--- config.mk ---
export PLATFORM = sky130hd
export DESIGN_NAME = blinky_multimode_flat
export DESIGN_NICKNAME = d
export VERILOG_FILES = /design/src/rtl/blinky_pkg.sv /design/src/rtl/blinky_multimode_if.sv /design/src/rtl/key_debounce.sv /design/src/rtl/blinky_multimode.sv /design/src/flat_wrapper.sv
export SDC_FILE = /design/constraint.sdc
export NUM_CORES = 1
export LEC_CHECK = 0
export BUFFER_PORTS_ARGS = -buffer_cell sky130_fd_sc_hd__buf_2
export CELL_PAD_IN_SITES_DETAIL_PLACEMENT = 1
export CELL_PAD_IN_SITES_GLOBAL_PLACEMENT = 1
export CORE_AREA = 2 2 90 92
export DETAILED_ROUTE_END_ITERATION = 12
export DIE_AREA = 0 0 92 94
export PLACE_DENSITY_LB_ADDON = 0.15
export RECOVER_POWER = 100
export SLEW_MARGIN = 30
export SYNTH_ARGS = -nofsm -noshare
export SYNTH_HDL_FRONTEND = slang
export SYNTH_SLANG_ARGS = --single-unit
--- constraint.sdc ---
create_clock -name clk -period 6.1 [get_ports clk]
set_input_delay 1.22 -clock clk [delete_from_list [all_inputs] [get_ports clk]]
set_output_delay 1.22 -clock clk [all_outputs]
set_load 0.005 [all_outputs]
--- src/rtl/blinky_pkg.sv ---
`default_nettype none
// +----------------------------------------------------------------------------+
// | Module   : blinky_pkg                                                      |
// | Brief    : Shared mode encoding, mode sequencing and default parameters.   |
// | Revision : 1.0 - initial release                                           |
// +----------------------------------------------------------------------------+
package blinky_pkg;

  typedef enum logic [1:0] {
    BINARY  = 2'd0,
    SCAN    = 2'd1,
    BREATHE = 2'd2,
    FREEZE  = 2'd3
  } mode_t;

  localparam int c_DEF_LEDS_NR    = 6;
  localparam int c_DEF_CTR_W      = 26;
  localparam int c_DEF_TICK_BIT   = 20;
  localparam int c_DEF_DEBOUNCE_W = 16;
  localparam int c_DEF_PWM_W      = 8;

  function automatic mode_t next_mode(input mode_t cur);
    mode_t nxt;
    case (cur)
      BINARY:  nxt = SCAN;
      SCAN:    nxt = BREATHE;
      BREATHE: nxt = FREEZE;
      default: nxt = BINARY;
    endcase
    return nxt;
  endfunction

endpackage
`default_nettype wire

--- src/rtl/blinky_multimode_if.sv ---
`default_nettype none
// +----------------------------------------------------------------------------+
// | Module   : blinky_multimode_if                                             |
// | Brief    : Board-side signals of the blinker: PLL lock, key, LEDs, mode.   |
// | Revision : 1.0 - initial release                                           |
// +----------------------------------------------------------------------------+
interface blinky_multimode_if
  import blinky_pkg::*;
#(
  parameter int LEDS_NR = c_DEF_LEDS_NR
);

  logic               pll_lock;
  logic               key;
  logic [LEDS_NR-1:0] led;
  mode_t              mode;

  modport master (
    output pll_lock,
    output key,
    input  led,
    input  mode
  );

  modport slave (
    input  pll_lock,
    input  key,
    output led,
    output mode
  );

endinterface
`default_nettype wire

--- src/rtl/key_debounce.sv ---
`default_nettype none
// +----------------------------------------------------------------------------+
// | Module   : key_debounce                                                    |
// | Brief    : 2-FF key synchroniser, counter debounce, one-cycle press pulse. |
// | Revision : 1.0 - initial release                                           |
// +----------------------------------------------------------------------------+
module key_debounce
#(
  parameter int DEBOUNCE_W = 16
) (
  input  wire  clk,
  input  wire  rst_n,
  input  wire  i_key,
  output logic o_key_db,
  output logic o_key_rise
);

  logic                  r_key_meta;
  logic                  r_key_s;
  logic                  r_key_db;
  logic                  r_rise;
  logic [DEBOUNCE_W-1:0] r_cnt;
  logic                  w_accept;

  // The new level is taken once the counter has saturated while still differing.
  assign w_accept = (r_key_s != r_key_db) && (&r_cnt);

  always_ff @(posedge clk or negedge rst_n) begin
    if (!rst_n) begin
      r_key_meta <= 1'b0;
      r_key_s    <= 1'b0;
      r_key_db   <= 1'b0;
      r_rise     <= 1'b0;
      r_cnt      <= '0;
    end else begin
      r_key_meta <= i_key;
      r_key_s    <= r_key_meta;
      r_rise     <= w_accept && r_key_s;
      if ((r_key_s == r_key_db) || w_accept) begin
        r_cnt <= '0;
      end else begin
        r_cnt <= r_cnt + DEBOUNCE_W'(1);
      end
      if (w_accept) begin
        r_key_db <= r_key_s;
      end
    end
  end

  assign o_key_db   = r_key_db;
  assign o_key_rise = r_rise;

endmodule
`default_nettype wire

--- src/rtl/blinky_multimode.sv ---
`default_nettype none
// +----------------------------------------------------------------------------+
// | Module   : blinky_multimode                                                |
// | Brief    : Four-mode LED blinker (binary, scan, breathe, freeze) gated by  |
// |            PLL lock. Define LED_ACTIVE_LOW_EN for inverted LED drive.      |
// | Revision : 1.0 - initial release                                           |
// +----------------------------------------------------------------------------+
module blinky_multimode
  import blinky_pkg::*;
#(
  parameter int LEDS_NR    = c_DEF_LEDS_NR,
  parameter int CTR_W      = c_DEF_CTR_W,
  parameter int TICK_BIT   = c_DEF_TICK_BIT,
  parameter int DEBOUNCE_W = c_DEF_DEBOUNCE_W,
  parameter int PWM_W      = c_DEF_PWM_W
) (
  input  wire               clk,
  input  wire               rst_n,
  blinky_multimode_if.slave bus
);

  localparam int                 c_POS_W    = (LEDS_NR > 1) ? $clog2(LEDS_NR) : 1;
  localparam logic [c_POS_W-1:0] c_POS_MAX  = c_POS_W'(LEDS_NR - 1);
  localparam logic [PWM_W-1:0]   c_DUTY_MAX = '1;
  localparam logic [LEDS_NR-1:0] c_LED_ALL  = '1;
  localparam logic [LEDS_NR-1:0] c_LED_ONE  = LEDS_NR'(1);

  logic               r_lock_meta;
  logic               r_lock_s;
  logic               w_key_db;
  logic               w_key_rise;
  logic               w_adv;

  mode_t              r_mode;
  mode_t              w_mode_nxt;
  logic [CTR_W-1:0]   r_ctr;
  logic [CTR_W-1:0]   w_ctr_nxt;
  logic [c_POS_W-1:0] r_pos;
  logic [c_POS_W-1:0] w_pos_nxt;
  logic [c_POS_W-1:0] w_pos_step;
  logic               r_scan_dn;
  logic               w_scan_dn_nxt;
  logic               w_scan_dn_step;
  logic [PWM_W-1:0]   r_duty;
  logic [PWM_W-1:0]   w_duty_nxt;
  logic               r_duty_dn;
  logic               w_duty_dn_nxt;
  logic [LEDS_NR-1:0] r_led;
  logic [LEDS_NR-1:0] w_led_nxt;
  logic [LEDS_NR-1:0] r_frz;
  logic [LEDS_NR-1:0] w_frz_nxt;
  logic [LEDS_NR-1:0] w_pat;
  logic               w_run;
  logic               w_tick;

  always_ff @(posedge clk or negedge rst_n) begin
    if (!rst_n) begin
      r_lock_meta <= 1'b0;
      r_lock_s    <= 1'b0;
    end else begin
      r_lock_meta <= bus.pll_lock;
      r_lock_s    <= r_lock_meta;
    end
  end

  key_debounce #(
    .DEBOUNCE_W (DEBOUNCE_W)
  ) u_key_debounce (
    .clk        (clk),
    .rst_n      (rst_n),
    .i_key      (bus.key),
    .o_key_db   (w_key_db),
    .o_key_rise (w_key_rise)
  );

  // The press pulse coincides with the debounced level going high.
  assign w_adv  = w_key_rise && w_key_db;
  assign w_run  = r_lock_s && (r_mode != FREEZE);
  assign w_tick = w_run && (&r_ctr[TICK_BIT-1:0]);

  generate
    if (LEDS_NR == 1) begin : g_scan_single
      assign w_pos_step     = '0;
      assign w_scan_dn_step = 1'b0;
    end else begin : g_scan_bounce
      always_comb begin
        w_pos_step     = r_pos;
        w_scan_dn_step = r_scan_dn;
        if (!r_scan_dn) begin
          if (r_pos == c_POS_MAX) begin
            w_scan_dn_step = 1'b1;
            w_pos_step     = r_pos - c_POS_W'(1);
          end else begin
            w_pos_step     = r_pos + c_POS_W'(1);
          end
        end else if (r_pos == '0) begin
          w_scan_dn_step = 1'b0;
          w_pos_step     = r_pos + c_POS_W'(1);
        end else begin
          w_pos_step     = r_pos - c_POS_W'(1);
        end
      end
    end
  endgenerate

  // Logical display value for the current mode, before lock gating.
  always_comb begin
    w_pat = '0;
    case (r_mode)
      BINARY:  w_pat = r_ctr[CTR_W-1 -: LEDS_NR];
      SCAN:    w_pat = c_LED_ONE << r_pos;
      BREATHE: w_pat = (r_ctr[PWM_W-1:0] < r_duty) ? c_LED_ALL : '0;
      default: w_pat = r_frz;
    endcase
  end

  always_comb begin
    w_mode_nxt    = r_mode;
    w_ctr_nxt     = r_ctr;
    w_pos_nxt     = r_pos;
    w_scan_dn_nxt = r_scan_dn;
    w_duty_nxt    = r_duty;
    w_duty_dn_nxt = r_duty_dn;
    w_frz_nxt     = r_frz;
    w_led_nxt     = r_lock_s ? w_pat : '0;

    if (w_adv) begin
      w_mode_nxt = next_mode(r_mode);
    end
    if ((w_mode_nxt == FREEZE) && (r_mode != FREEZE)) begin
      w_frz_nxt = w_pat;
    end
    if (w_run) begin
      w_ctr_nxt = r_ctr + CTR_W'(1);
    end
    // Ticks act under the mode in force this cycle, even if it is changing.
    if (w_tick && (r_mode == SCAN)) begin
      w_pos_nxt     = w_pos_step;
      w_scan_dn_nxt = w_scan_dn_step;
    end
    if (w_tick && (r_mode == BREATHE)) begin
      if (!r_duty_dn) begin
        if (r_duty == c_DUTY_MAX) begin
          w_duty_dn_nxt = 1'b1;
          w_duty_nxt    = r_duty - PWM_W'(1);
        end else begin
          w_duty_nxt    = r_duty + PWM_W'(1);
        end
      end else if (r_duty == '0) begin
        w_duty_dn_nxt = 1'b0;
        w_duty_nxt    = r_duty + PWM_W'(1);
      end else begin
        w_duty_nxt    = r_duty - PWM_W'(1);
      end
    end
  end

  always_ff @(posedge clk or negedge rst_n) begin
    if (!rst_n) begin
      r_mode    <= BINARY;
      r_ctr     <= '0;
      r_pos     <= '0;
      r_scan_dn <= 1'b0;
      r_duty    <= '0;
      r_duty_dn <= 1'b0;
      r_frz     <= '0;
      r_led     <= '0;
    end else begin
      r_mode    <= w_mode_nxt;
      r_ctr     <= w_ctr_nxt;
      r_pos     <= w_pos_nxt;
      r_scan_dn <= w_scan_dn_nxt;
      r_duty    <= w_duty_nxt;
      r_duty_dn <= w_duty_dn_nxt;
      r_frz     <= w_frz_nxt;
      r_led     <= w_led_nxt;
    end
  end

  assign bus.mode = r_mode;
`ifdef LED_ACTIVE_LOW_EN
  assign bus.led  = ~r_led;
`else
  assign bus.led  = r_led;
`endif

endmodule
`default_nettype wire

--- src/flat_wrapper.sv ---
// flat-port wrapper written by rule: the top's interface ports become plain ports
module blinky_multimode_flat import blinky_pkg::*;
#(
  parameter int LEDS_NR    = c_DEF_LEDS_NR,
  parameter int CTR_W      = c_DEF_CTR_W,
  parameter int TICK_BIT   = c_DEF_TICK_BIT,
  parameter int DEBOUNCE_W = c_DEF_DEBOUNCE_W,
  parameter int PWM_W      = c_DEF_PWM_W
)
  (clk, rst_n, bus_pll_lock, bus_key, bus_led, bus_mode);
  blinky_multimode_if #(.LEDS_NR(LEDS_NR)) bus_i ();
  input  wire clk;
  input  wire rst_n;
  input wire logic [$bits(bus_i.pll_lock)-1:0] bus_pll_lock;
  input wire logic [$bits(bus_i.key)-1:0] bus_key;
  output wire logic [$bits(bus_i.led)-1:0] bus_led;
  output wire logic [$bits(bus_i.mode)-1:0] bus_mode;
  assign bus_i.pll_lock = bus_pll_lock;
  assign bus_i.key = bus_key;
  assign bus_led = bus_i.led;
  assign bus_mode = bus_i.mode;
  blinky_multimode #(.LEDS_NR(LEDS_NR), .CTR_W(CTR_W), .TICK_BIT(TICK_BIT), .DEBOUNCE_W(DEBOUNCE_W), .PWM_W(PWM_W)) u_core (.clk(clk), .rst_n(rst_n), .bus(bus_i));
endmodule
==> results.cfg, run 1 <==
[cells_and_area]
diodes = 0
final_core_utilization_pct = 54.69
layout-drive-gt1-share_pct = 9.043
fin_nets = 397
final_area_sq_mm = 0.004160
layout_commonest_cell = dfrtp_1
final_cell_mix = 75 x dfrtp_1, 32 x xnor2_1, 31 x nor2_1
syn2layout_area_growth_pct = 10.65

[yosys]
synth_nets = 379
syn_area_sq_mm = 0.003760
synth_cells = 353
synth_edf_count = 0
synthFlopType = dfrtp_1
ys_seq_area_share_pct = 49.92
yosys_warnings = 0
synthArstFlopShare_pct = 100.0
ys_types = 46
avgSynthCellArea_sq_um = 10.65
ys_ff_latch = 75

[clocking]
postCtsSetupRepairBufs = 0
postCtsHoldBufs = 0
htreeDepth = 3
worstSkewPairLatency_ns = 0.36
cts_buffers = 9
clkTransAtPathRegs_ns = 0.08
cts_tree = done
cts.path.max_buffers = 2
cts_sinks = 75
cts_resized = 0
cts-root-buf = clkbuf_8

[setup_path]
required_ns = 6.33
timing.rr.start = u_core.bus.mode[0]$_DFF_PN0_
path_class = reg -> reg
start_kind = flip-flop
critPathCapture = u_core.r_duty[6]$_DFFE_PN0P_
endpoint_kind = flip-flop
crit_path_max_fanout = 10
timing.critical_path.from = u_core.bus.mode[0]$_DFF_PN0_
rrSetupSlack_ns = 3.71
arrival_ns = 2.62
r2r_cells = 6
rr_endpoint = u_core.r_duty[6]$_DFFE_PN0P_

[detailed_routing]
avgViaCountPerCell = 5.529
firstDrtPassIters = 4
route.detailed.drc = 0
routed_wl_um = 7945
final_antenna_net_count = 0
drt_iter0_drc = 104
detail_route.wl_per_cell_um = 16.62
vias = 2643

[timing]
holdWs_ns = 0.3483
slew_viol_final = 0
finalCritPeriodShare_pct = 39.20
worst_slew_pin_slew_ns = 0.7689
period_needed_ns = 2.391
tns_ns = 0
slew_headroom_pct = 48.26
final-setup-viol-count = 0
fin_worst_skew_ns = 0.01236
rsz0062_at_grt = no
hold_viol_final = 0
fmax_mhz = 418.3

[power]
total_power_mw = 1.128
p_leak_nw = 1.840
ir_drop_mv = 0.1839
p_per_area_mw_per_mm2 = 271.2

[placed_design]
hpwl_um = 5371
gp_congestion = 0.8963
postPlaceCellArea_sq_mm = 0.003934
portBuffers = 11

[die]
rows = 32
die-area_sq_mm = 0.008648
boundaryPins = 12
die-width_um = 92
die_y_um = 94
coreArea_sq_mm = 0.007607
initial_core_util_pct = 49.42

[min_path]
min_path_type = reg -> reg

[global_route]
grt_pass1_vias = 2883
grt-ovfl-total = 0
grt_start_max_net_pins = 76
antenna_found_initial = 0
track_usage_pct = 20.49
grt_pass1_wl_um = 13740

[run]
cap_viol_max_count = 0

[outcome]
status = finished, final reports clean
cells in the mapped netlist, types with 4 or more instances:
master	instances	area, sq um
nor2b_1	5	31.28
o21ai_0	10	50.05
nand2_1	25	93.84
nor3_1	4	20.02
dfrtp_1	75	1877
nand3_1	21	105.1
nor2_1	31	116.4
nand4_1	12	75.07
a41oi_1	4	35.03
and3_1	7	43.79
a31oi_1	10	62.56
xnor2_1	32	280.3
mux2_2	5	56.30
inv_1	18	67.56
and4_1	5	43.79
clkbuf_1	5	18.77
a22oi_1	5	37.54
ha_1	22	275.3
xor2_1	17	148.9
a21oi_1	8	40.04
nand2b_1	4	25.02
per-stage QoR:
| step | setup slack, ns | cells |
|---|---|---|
| 3_5_place_dp | 3.842 | 462 |
| 2_1_floorplan | 4.036 | 353 |
| 3_3_place_gp | 3.901 | 462 |
| 5_1_grt | 3.495 | 478 |
| 4_1_cts | 3.830 | 478 |
| 6_report | 3.709 | 478 |
routing by layer:
metal	global-route usage, %	up-vias	wire, um
met4	9.950	0	210
met5	0	-	0
li1	-	1267	-
met3	4.414	16	204
met2	33.58	33	3929
met1	25.90	1327	3600
flip-flops by register name (all words and copies together) (netlist names):
| name | count |
|---|---|
| u_core.r_ctr | 26 |
| u_core.u_key_debounce.r_cnt | 16 |
| u_core.r_duty | 8 |
| u_core.bus.led | 6 |
| u_core.r_frz | 6 |
| u_core.r_pos | 3 |
| u_core.bus.mode | 2 |
| u_core.r_duty_dn | 1 |
| u_core.r_lock_meta | 1 |
| u_core.r_lock_s | 1 |
| u_core.r_scan_dn | 1 |
| u_core.u_key_debounce.o_key_db | 1 |
| u_core.u_key_debounce.o_key_rise | 1 |
| u_core.u_key_debounce.r_key_meta | 1 |
| u_core.u_key_debounce.r_key_s | 1 |
power breakdown:
group	internal, mW	switching [mW]	leakage, nW
combinational	0.0480	0.0471	0.693
clock	0.284	0.192	0.123
sequential	0.521	0.0366	1.02
cells by family after synthesis:
logic type | synth area share (%)
AO/OA/AOI/OAI | 8.819
XOR/XNOR | 11.41
adder cells (fa/ha/maj) | 7.321
buffers and inverters | 2.296
flip-flops | 49.92
multiplexers | 1.764
AND/OR/NAND/NOR | 18.47
worst max-delay path, cell delays in order, from the launching register on:
cell	delay, ns
dfrtp_1	0.43
ha_1	0.27
and4b_1	0.30
and4_1	0.36
nand3_1	0.36
a2111oi_0	0.48
nor2_1	0.07
worst min-delay path by stage:
stage | from | endpoint | slack (ns) | cells after the start
3_5_place_dp | u_core.u_key_debounce.r_key_meta$_DFF_PN0_ | u_core.u_key_debounce.r_key_s$_DFF_PN0_ | 0.34 | 0
5_1_grt | u_core.u_key_debounce.r_key_meta$_DFF_PN0_ | u_core.u_key_debounce.r_key_s$_DFF_PN0_ | 0.37 | 0
6_report | u_core.u_key_debounce.r_key_meta$_DFF_PN0_ | u_core.u_key_debounce.r_key_s$_DFF_PN0_ | 0.35 | 0
4_1_cts | u_core.u_key_debounce.r_key_meta$_DFF_PN0_ | u_core.u_key_debounce.r_key_s$_DFF_PN0_ | 0.35 | 0
2_1_floorplan | u_core.r_lock_meta$_DFF_PN0_ | u_core.r_lock_s$_DFF_PN0_ | 0.33 | 0
3_3_place_gp | u_core.r_lock_meta$_DFF_PN0_ | u_core.r_lock_s$_DFF_PN0_ | 0.33 | 0
cell type report:
| class | count | area (sq um) |
|---|---|---|
| fillers | 859 | 3447 |
| flip-flops and latches | 75 | 1877 |
| multi-input cells | 255 | 1774 |
| clock buffers | 10 | 137.6 |
| well taps | 102 | 127.6 |
| clock inverters | 6 | 111.4 |
| inverters | 18 | 67.56 |
| repair buffers | 12 | 65.06 |
Power figures use the tool's default switching activity.
==> run 2, diff against run 1 <==
==> constraint.sdc (replaced) <==
create_clock -name clk -period 2.33 [get_ports clk]
set_input_delay 0.466 -clock clk [delete_from_list [all_inputs] [get_ports clk]]
set_output_delay 0.466 -clock clk [all_outputs]
set_load 0.005 [all_outputs]
==> run 2 against run 1 <==
Clock-buffer cell count stayed put; die area unchanged; global-route usage increased by 0.60 points; combinational power rose to 2.7 times the previous value; sequential cell count unchanged; worst setup slack got worse by 3.7 ns.
==> results.cfg, run 2 (synthesis results as in run 1) <==
[cells_and_area]
final_core_utilization_pct = 55.36
diodes = 0
final_cell_mix = 75 x dfrtp_1, 32 x xnor2_1, 31 x nor2_1
num-fill-cells = 861
layout-drive-gt1-share_pct = 13.21
syn2layout_area_growth_pct = 12.01
layout_commonest_cell = dfrtp_1
regMostFlops = u_core.r_ctr
reg_top3 = u_core.r_ctr x26, u_core.u_key_debounce.r_cnt x16, u_core.r_duty x8
fin_nets = 407
largest_register_ffs = 26

[setup_path]
timing.critical_path.from = u_core.r_duty[1]$_DFFE_PN0P_
endpoint_kind = flip-flop
required_ns = 2.57
timing.rr.start = u_core.r_duty[1]$_DFFE_PN0P_
r2r_cells = 7
crit_chain = inv_2 > ha_1 > or4b_4 > o41ai_4 > nand2_2 > a2111oi_4 > nor2_1
crit_buf_inv = 1
rr_endpoint = u_core.r_duty[6]$_DFFE_PN0P_
crit_path_max_fanout = 6
cp_slowest_cell = or4b_4
path_class = reg -> reg
critPathMaxStageDelay_ns = 0.51
rrSetupSlack_ns = 0.04
critPathTopFamily = compound AO/OA/AOI/OAI gates
start_kind = flip-flop
arrival_ns = 2.53

[detailed_routing]
vias = 2674
routed_wl_um = 7984
route.detailed.drc = 0
drt_iter0_drc = 59
avgViaCountPerCell = 5.480
firstDrtPassIters = 4
final_antenna_net_count = 0
detail_route.wl_per_cell_um = 16.36

[clocking]
worstSkewPairLatency_ns = 0.36
htreeDepth = 3
cts-root-buf = clkbuf_8
cts_buffers = 9
clkTransAtPathRegs_ns = 0.08
postCtsHoldBufs = 0
cts_sinks = 75
cts.path.max_buffers = 2
cts_tree = done

[power]
ir_drop_mv = 0.4057
p_per_area_mw_per_mm2 = 652.9
p_leak_nw = 1.863

[timing]
slew_viol_final = 0
period_needed_ns = 2.291
fmax_mhz = 436.5
rsz0062_at_grt = yes
final-setup-viol-count = 0
fin_worst_skew_ns = 0.01549
hold_viol_final = 0
finalCritPeriodShare_pct = 98.31
slew_headroom_pct = 34.88
holdWs_ns = 0.2211
worst_slew_pin_slew_ns = 0.9768

[global_route]
grt_pass1_vias = 2855
antenna_found_initial = 0
grt_pass1_wl_um = 14060
track_usage_pct = 21.08
grt-ovfl-total = 0
grt_start_max_net_pins = 40

[die]
initial_core_util_pct = 49.42
die-area_sq_mm = 0.008648
die-width_um = 92
coreArea_sq_mm = 0.007607
boundaryPins = 12
die_y_um = 94
rows = 32

[min_path]
timing.hold.worst_path_depth = 1
min_path_type = in -> reg
holdPathEnd = u_core.r_lock_meta$_DFF_PN0_
min_from = bus_pll_lock

[run]
cap_viol_max_count = 0

[outcome]
status = finished, final reports clean

[placed_design]
portBuffers = 11
hpwl_um = 5712
gp_congestion = 0.8971
[run 2: cell types whose count changed in the layout (fill, tap and decap cells not counted), sizes merged]
cell      previous run  this run
buf                  9        15
bufinv               3         1
clkbuf              13        17
clkinv               1         2
clkinvlp             1         2
[run 2: worst max-delay path by stage]
stage | endpoint | slack, ns | cells after the start
final | u_core.r_duty[6]$_DFFE_PN0P_ | 0.04 | 7
after global routing | u_core.r_duty[6]$_DFFE_PN0P_ | -0.07 | 7
after CTS | u_core.r_duty[6]$_DFFE_PN0P_ | 0.07 | 7
after detailed placement | u_core.r_duty[6]$_DFFE_PN0P_ | 0.09 | 6
after global placement | u_core.r_duty[6]$_DFFE_PN0P_ | 0.13 | 7
after floorplan | u_core.r_duty[6]$_DFFE_PN0P_ | 0.27 | 7
[run 2: power by group]
part | switching, mW | leakage (nW) | internal (mW)
registers | 0.0942 | 1.02 | 1.37
clock network | 0.506 | 0.0987 | 0.524
logic | 0.132 | 0.740 | 0.129
[run 2: cell type report]
class	instances	area, sq um	share of cell area (%)
Clock buffer	10	137.6	3.268
Clock inverter	6	63.81	1.515
Inverter	18	67.56	1.604
Multi-Input combinational cell	255	1813	43.05
Sequential cell	75	1877	44.56
Tap cell	102	127.6	3.030
Timing Repair Buffer	22	125.1	2.971
[run 2: worst register-to-register path, delay by kind of cell (launching register included)]
family | cells | cell delay, ns
AO/OA/AOI/OAI | 2 | 0.80
AND/OR/NAND/NOR | 3 | 0.74
buffers and inverters | 1 | 0.08
flip-flops | 1 | 0.43
adder cells (fa/ha/maj) | 1 | 0.14
[run 2: routing by layer]
layer,vias to the layer above,share of wire (%),global-route usage [%]
met5,-,0,0
met4,0,1.7,8.955
met3,10,2.2,4.173
met2,28,51,35.54
met1,1345,45,26.62
li1,1291,-,-
[run 2: repair_timing]
action / 4_1_cts / 5_1_grt
hold endpoints to repair: 0 / 0
gates resized for setup: 0 / 5
setup endpoints to repair: 0 / 6
buffers inserted: 0 / 4
[run 2: stage by stage]
step	setup WS (ns)	instance area (sq um)	setup TNS, ns	total power [mW]	std cells
6_report	0.03928	4212	0	2.750	488
3_3_place_gp	0.1310	3991	0	1.723	468
3_5_place_dp	0.09354	3991	0	1.752	468
2_1_floorplan	0.2656	3760	0	1.637	353
5_1_grt	-0.07193	4212	-0.1217	2.892	488
4_1_cts	0.06658	4193	0	2.800	484
==> run 3, diff against run 2 <==
--- a/config.mk
+++ b/config.mk
@@ -5,12 +5,12 @@
 export SDC_FILE = /design/constraint.sdc
 export NUM_CORES = 1
 export LEC_CHECK = 0
-export BUFFER_PORTS_ARGS = -buffer_cell sky130_fd_sc_hd__buf_2
 export CELL_PAD_IN_SITES_DETAIL_PLACEMENT = 1
 export CELL_PAD_IN_SITES_GLOBAL_PLACEMENT = 1
 export CORE_AREA = 2 2 90 92
 export DETAILED_ROUTE_END_ITERATION = 12
 export DIE_AREA = 0 0 92 94
+export DONT_BUFFER_PORTS = 1
 export PLACE_DENSITY_LB_ADDON = 0.15
 export RECOVER_POWER = 100
 export SLEW_MARGIN = 30
==> run 3 against run 2 <==
The run now ends with capacitance limit, slew limit left; final cell count is 2.5% lower; critical path depth rose by 1; sequential power about the same; non-clock buffer count fell by 12; sequential share of layout area rose by 0.77 points; critical path type unchanged; critical endpoint is now u_core.r_duty[3]$_DFFE_PN0P_; largest cell class unchanged; largest power group unchanged.
==> results.cfg, run 3 (synthesis results as in run 1) <==
[outcome]
status = complete, but fails checks
violations = capacitance limit, slew limit

[global_route]
grt_start_max_net_pins = 76
track_usage_pct = 20.88
antenna_found_initial = 0
grt_pass1_vias = 2922
gr-usage-met2_pct = 34.87
grt_use_met1_pct = 27.27
grt-ovfl-total = 0
met3_usage_pct = 4.013
grt_pass1_wl_um = 14240
top_usage_layer = met2

[detailed_routing]
routed_wl_um = 7987
drt_iter0_drc = 123
detail_route.wl_per_cell_um = 16.78
firstDrtPassIters = 4
final_antenna_net_count = 0
avgViaCountPerCell = 5.618
route.detailed.drc = 0
vias = 2674

[cells_and_area]
syn2layout_area_growth_pct = 10.12
layout-drive-gt1-share_pct = 9.893
diodes = 0
largest_register_ffs = 26
final_area_sq_mm = 0.004140
fin_nets = 395
regMostFlops = u_core.r_ctr
layout_commonest_cell = dfrtp_1
reg_top3 = u_core.r_ctr x26, u_core.u_key_debounce.r_cnt x16, u_core.r_duty x8
final_cell_mix = 75 x dfrtp_1, 32 x xnor2_1, 31 x nor2_1

[min_path]
min_from = bus_key
timing.hold.worst_path_depth = 0
holdPathEnd = u_core.u_key_debounce.r_key_meta$_DFF_PN0_
min_path_type = in -> reg

[setup_path]
path_class = reg -> reg
start_kind = flip-flop
crit_path_max_fanout = 6
rrSetupSlack_ns = 0.11
cp_slowest_cell = or4b_4
critPathMaxStageDelay_ns = 0.51
endpoint_kind = flip-flop
r2r_cells = 8
critPathTopFamily = simple AND/OR/NAND/NOR gates
crit_chain = inv_2 > ha_1 > or4b_4 > o41ai_4 > clkbuf_2 > nand4_1 > a21oi_1 > xnor2_1
rr_endpoint = u_core.r_duty[3]$_DFFE_PN0P_
required_ns = 2.60
crit_buf_inv = 2
timing.rr.start = u_core.r_duty[1]$_DFFE_PN0P_
arrival_ns = 2.49
timing.critical_path.from = u_core.r_duty[1]$_DFFE_PN0P_

[clocking]
worstSkewPairLatency_ns = 0.35
clkTransAtPathRegs_ns = 0.08
htreeDepth = 3
cts.path.max_buffers = 2
cts_tree = done
cts-root-buf = clkbuf_8
cts_sinks = 75
cts_buffers = 9

[timing]
fin_worst_skew_ns = 0.01127
period_needed_ns = 2.217
holdWs_ns = 0.1409
finalCritPeriodShare_pct = 95.16
slew_headroom_pct = -24.51
slew_viol_final = 76
hold_viol_final = 0
final-setup-viol-count = 0
rsz0062_at_grt = no
worst_slew_pin_slew_ns = 1.868
tns_ns = 0
fmax_mhz = 451.0

[power]
p_per_area_mw_per_mm2 = 670.6
ir_drop_mv = 0.4389
p_leak_nw = 1.816

[die]
coreArea_sq_mm = 0.007607
initial_core_util_pct = 49.42
die_y_um = 94
rows = 32
boundaryPins = 12
die-width_um = 92
die-area_sq_mm = 0.008648

[run]
cap_viol_max_count = 1

[placed_design]
hpwl_um = 5618
postPlaceCellArea_sq_mm = 0.003921
portBuffers = 0
gp_congestion = 0.9319
-- run 3: cell types whose count changed in the layout (fill, tap and decap cells not counted), sizes merged --
cell      delta
buf         -11
clkinvlp     -1
-- run 3: power by group --
part / switching [mW] / internal [mW] / total [mW]
Combinational: 0.126 / 0.125 / 0.251
Sequential: 0.100 / 1.36 / 1.47
Clock: 0.503 / 0.557 / 1.06
-- run 3: per-stage QoR --
| stage | instances | setup WS (ns) | power, mW | util [%] |
|---|---|---|---|---|
| after floorplan | 353 | 0.2656 | 1.637 | - |
| after global placement | 457 | 0.1508 | 1.695 | 51.55 |
| after detailed placement | 457 | 0.04906 | 1.712 | 51.55 |
| after CTS | 474 | 0.03447 | 2.815 | 54.69 |
| after global routing | 476 | 0.001829 | 2.917 | 54.42 |
| final | 476 | 0.1127 | 2.776 | 54.42 |
-- run 3: per-layer routing --
metal	share of wire [%]	vias to the layer above
met5	0	-
met4	1.4	0
met3	2.2	11
met2	49	32
met1	47	1363
li1	-	1268
-- run 3: layout make-up --
type                       count  area [sq um]
fill                         849          3467
clock buffer                  11         151.4
sequential                    75          1877
tap                          102         127.6
timing repair buffer          10         57.56
inverter                      18         67.56
multi-input combinational    255          1799
clock inverter                 5         60.06
-- run 3: how the worst max path moves through the flow --
stage	endpoint	depth (start not counted)
final	u_core.r_duty[3]$_DFFE_PN0P_	8
after global routing	u_core.r_scan_dn$_DFFE_PN0P_	5
after CTS	u_core.r_duty[6]$_DFFE_PN0P_	7
after detailed placement	u_core.r_duty[6]$_DFFE_PN0P_	7
after global placement	u_core.r_duty[6]$_DFFE_PN0P_	7
after floorplan	u_core.r_duty[6]$_DFFE_PN0P_	7
-- run 3: repair_timing --
| item | CTS | global route |
|---|---|---|
| buffers inserted | 0 | 2 |
| hold buffers | 1 | 0 |
| gates resized for setup | 0 | 3 |
| setup endpoints to repair | 0 | 8 |
| endpoints found under the hold margin | 75 | 0 |
